[src/rtl/mem_arbiter.sv]
// Shared memory port arbiter for fetch and load/store, one outstanding access.
// Define MEM_ARBITER_RR_EN for round-robin instead of fixed LS priority.
module mem_arbiter #(
  parameter int ADDR_W = 32
) (
  input  logic              clk,
  input  logic              rst,
  input  logic              flush,
  input  logic              if_req,
  input  logic [ADDR_W-1:0] if_addr,
  output logic              if_gnt,
  output logic              if_valid,
  output logic [ADDR_W-1:0] if_rdata,
  input  logic              ls_req,
  input  logic              ls_we,
  input  logic [ADDR_W-1:0] ls_addr,
  input  logic [ADDR_W-1:0] ls_wdata,
  input  logic [3:0]        ls_wmask,
  output logic              ls_gnt,
  output logic              ls_valid,
  output logic [ADDR_W-1:0] ls_rdata,
  output logic              mem_req,
  output logic              mem_we,
  output logic [ADDR_W-1:0] mem_addr,
  output logic [ADDR_W-1:0] mem_wdata,
  output logic [3:0]        mem_wmask,
  input  logic              mem_ready,
  input  logic              mem_rvalid,
  input  logic [ADDR_W-1:0] mem_rdata
);

  typedef enum logic [1:0] {
    IDLE    = 2'd0,
    BUSY_IF = 2'd1,
    BUSY_LS = 2'd2
  } state_t;

  state_t state, state_nx;
  logic   drop;
  logic   if_ok;
  logic   pick_ls;
  logic   issue;
  logic   hs;

  assign if_ok = if_req && !flush;

`ifdef MEM_ARBITER_RR_EN
  // ptr=0 favours LS, ptr=1 favours IF on contention
  logic ptr;

  always_ff @(posedge clk) begin
    if (rst) begin
      ptr <= 1'b0;
    end else if (hs) begin
      ptr <= pick_ls;
    end
  end

  assign pick_ls = ls_req && (!if_ok || !ptr);
`else
  assign pick_ls = ls_req;
`endif

  assign issue = !rst && (state == IDLE) && (ls_req || if_ok);
  assign hs    = issue && mem_ready;

  always_ff @(posedge clk) begin
    if (rst) begin
      state <= IDLE;
    end else begin
      state <= state_nx;
    end
  end

  always_comb begin
    state_nx = state;
    unique case (state)
      IDLE: begin
        if (hs) begin
          state_nx = pick_ls ? BUSY_LS : BUSY_IF;
        end
      end
      BUSY_IF: begin
        if (mem_rvalid) state_nx = IDLE;
      end
      BUSY_LS: begin
        if (mem_rvalid) state_nx = IDLE;
      end
      default: state_nx = IDLE;
    endcase
  end

  // a flush seen at any point of a fetch poisons its response
  always_ff @(posedge clk) begin
    if (rst) begin
      drop <= 1'b0;
    end else if (state == BUSY_IF) begin
      drop <= mem_rvalid ? 1'b0 : (drop || flush);
    end else begin
      drop <= 1'b0;
    end
  end

  always_comb begin
    mem_req   = issue;
    mem_we    = 1'b0;
    mem_addr  = '0;
    mem_wdata = '0;
    mem_wmask = 4'b0000;
    if_gnt    = hs && !pick_ls;
    ls_gnt    = hs && pick_ls;
    if_valid  = 1'b0;
    ls_valid  = 1'b0;
    if_rdata  = '0;
    ls_rdata  = '0;
    if (issue) begin
      if (pick_ls) begin
        mem_we    = ls_we;
        mem_addr  = ls_addr;
        mem_wdata = ls_wdata;
        mem_wmask = ls_we ? ls_wmask : 4'b0000;
      end else begin
        mem_addr  = if_addr;
      end
    end
    if (!rst && mem_rvalid) begin
      if (state == BUSY_IF) begin
        if_valid = !drop && !flush;
      end
      if (state == BUSY_LS) begin
        ls_valid = 1'b1;
      end
    end
    if (if_valid) if_rdata = mem_rdata;
    if (ls_valid) ls_rdata = mem_rdata;
  end

endmodule

[config.mk]
export PLATFORM = sky130hd
export DESIGN_NAME = mem_arbiter
export DESIGN_NICKNAME = d
export VERILOG_FILES = /design/src/rtl/mem_arbiter.sv
export SDC_FILE = /design/constraint.sdc
export NUM_CORES = 1
export LEC_CHECK = 0
export ABC_AREA = 0
export BUFFER_PORTS_ARGS = -buffer_cell sky130_fd_sc_hd__buf_2
export CAP_MARGIN = 20
export CORE_AREA = 2 2 108 110
export CTS_CLUSTER_SIZE = 16
export DETAILED_ROUTE_END_ITERATION = 10
export DIE_AREA = 0 0 110 112
export GPL_ROUTABILITY_DRIVEN = 0
export PLACE_DENSITY = 0.47
export SLEW_MARGIN = 10
export SYNTH_ARGS = -nofsm -noshare
export SYNTH_HDL_FRONTEND = slang
export SYNTH_SLANG_ARGS = --single-unit
[constraint.sdc]
create_clock -name clk -period 1.7 [get_ports clk]
set_input_delay 0.085 -clock clk [delete_from_list [all_inputs] [get_ports clk]]
set_output_delay 0.085 -clock clk [all_outputs]
set_load 0.01 [all_outputs]
==> metrics.txt <==
outcome=finished clean; I/O Pins=278; Final Cycle Share=0.953; vias in the first global route=2123; 1st-pass router iterations=4; crit path kind=reg2out; Starting Density=0.126; RSZ-0062 raised after global routing=yes; flops & latches, synth=3; die height=roughly 110 µm; Synth cell types=23; ant diodes=0; clk sinks=3; worst flop-to-flop path endpoint=state[0]$_SDFFE_PP0P_; Lkg Pwr=~2.1 nW; slowest CP cell=dfxtp_2; CP Capture Type=primary output; worst setup path end=mem_addr[30]; final WL=about 7400 µm; maxcap violations=0; WP buf/inv=3; critical path depth=7; GRT Overall Usage=0.104; initial DRC count=65; Root Buffer=clkbuf_16; syn avg cell area=between 6 and 7 µm²; die area=roughly 12000 µm²; number of H-tree levels=1; Final setup viols=0; YS warnings=0; Mapped Cells=around 220; Seq/Total Area, Yosys=0.0427; Hold WC Path Type=in2reg; Worst Skew=0.527 ps; CP Launch Type=register; initial antenna violation count=1; layout cells sized above 1=0.621; largest net degree at the start of global routing=34; Layout area overhead=118%; Slew Viols, Final=0; CTS Buf Count=3; Overflow after GRT=0; CTS tree=built; Routed WL per cell=11.8 µm; reg2reg start=state[0]$_SDFFE_PP0P_; first-pass GRT wire length=approximately 10000 µm; row count=39; critical path arrival=1540 ps; DPL Wire Length=6340 µm; fin nets=approximately 630; slew margin rel.=0.794; clock latency at the later pin of the worst-skew pair=about 220 ps; Max stage delay on crit path=approximately 330 ps; clock slew at reported path FFs=30 ps; CP Max Fanout=33; IR Drop Worst-Case VDD=a little under 0.0003 V; Die X=roughly 110 µm; PortBufs=about 280; Finished Cell Area=just over 3000 µm²; Synth Net Count=between 300 and 400; DRC violations left=0; required time of the critical path=1620 ps; crit path time final=about 1600 ps; Clock Path Buffers=2; Syn Std Cell Area=between 1000 and 1500 µm²; fmax=between 600 and 700 MHz; cell area after placement=between 2000 and 3000 µm²; hold path cells=2; worst-margin pin slew=301 ps; Post-DRT Antenna Nets=0; core area=roughly 11000 µm²; Reg2Reg Depth=7; crit path cell chain=inv_2 > ha_4 > and2b_4 > o21ai_2 > buf_12 > nor2_1 > buf_2; Final Core Density=0.275; drt via density=slightly below 4; R2R setup slack=250 ps; total vias in the final route=around 2500; Hold Vio Cnt, Final=0; Critical Path Source=state[0]$_SDFFE_PP0P_; delay-heaviest family, CP=buffers and inverters; Pwr Density=between 300 and 400 nW/µm²
what timing repair did:
| action | in CTS | in global routing |
|---|---|---|
| pin swaps | 1 | 1 |
| resized for setup | 10 | 5 |
| setup endpoints to repair | 128 | 89 |
| setup buffers | 1 | 1 |
| hold buffers | 0 | 0 |
| gates cloned | 1 | 0 |
flip-flops by register name (all words and copies together) (netlist names):
signal and cells:
state 2, drop 1
cell type report:
cell class | instances | area, µm²
Clock buffer | 4 | 78.8
Fill cell | 1252 | 8100
Sequential cell | 3 | 62.6
Multi-Input combinational cell | 190 | 1280
Inverter | 3 | 11.3
Tap cell | 143 | 179
Timing Repair Buffer | 283 | 1460
cell families (layout without fill, tap and decap cells):
group | after synthesis | count (layout) | synth area share
mux | 32 | 32 | 0.228
simple gates | 150 | 151 | 0.613
fa+ha+maj | 3 | 3 | 0.0267
flops | 3 | 3 | 0.0427
buf+inv | 23 | 290 | 0.0712
compound gates | 4 | 4 | 0.0187
worst min-delay path by stage:
stage | from | endpoint | slack, ps
floorplan | rst | state[0]$_SDFFE_PP0P_ | 150
global placement | mem_rvalid | drop$_SDFF_PP0_ | 310
detailed placement | mem_rvalid | drop$_SDFF_PP0_ | 310
CTS | mem_rvalid | drop$_SDFF_PP0_ | 90
global route | mem_rvalid | drop$_SDFF_PP0_ | 110
finish | mem_rvalid | drop$_SDFF_PP0_ | 90
cells in the mapped netlist (all sizes together):
cell type	n	area (µm²)
o21ai	2	13.8
nor4b	1	8.76
ha	3	37.5
and3b	1	8.76
and2b	1	8.76
inv	3	11.3
and3	34	213
nand4	1	6.26
nand2b	1	6.26
dfxtp	3	60.1
mux2i	32	320
a31oi	2	12.5
nor2	33	124
and4b	2	20.0
buf	9	47.6
clkbuf	11	41.3
and2	68	425
nand2	2	7.51
nand3	3	15.0
nor2b	3	18.8
power breakdown:
group          leakage [nW]  switching, mW  internal [mW]  total, mW
Clock                0.0382         0.0621          0.309      0.371
Combinational          2.04          0.278          0.295      0.573
Sequential           0.0252        0.00265         0.0741     0.0767
per-layer routing:
metal	part of all wire	track usage	vias up	wire length [µm]
li1	-	-	1246	-
met1	0.36	0.110	1050	2640
met2	0.53	0.209	159	3880
met3	0.11	0.0234	6	797
met4	0.0057	0.0110	2	42
met5	0.0018	0	-	13
placed cells by master (no fill, tap or decap), drive strengths merged:
cell type,count
nor2b,3
nand3,3
dfxtp,3
buf,283
nand4,1
and3,34
nor4b,1
nor2,33
inv,3
and4b,2
and3b,1
nand2,2
and2b,2
a31oi,2
nand2b,1
ha,3
clkbuf,4
and2,68
o21ai,2
mux2i,32
metrics by stage:
step                setup slack (ps)  power, mW  hold WS [ps]  instances  setup TNS (ps)
floorplan                        295      0.329           154        215               0
global placement               -17.2      0.627           310        619           -17.2
detailed placement              -124      0.637           313        619           -3850
CTS                             4.33       1.03          93.8        625               0
global route                   -28.2       1.10           109        626            -193
finish                          79.9       1.02          94.1        626               0
No activity file was read; power rests on OpenSTA's default activity.
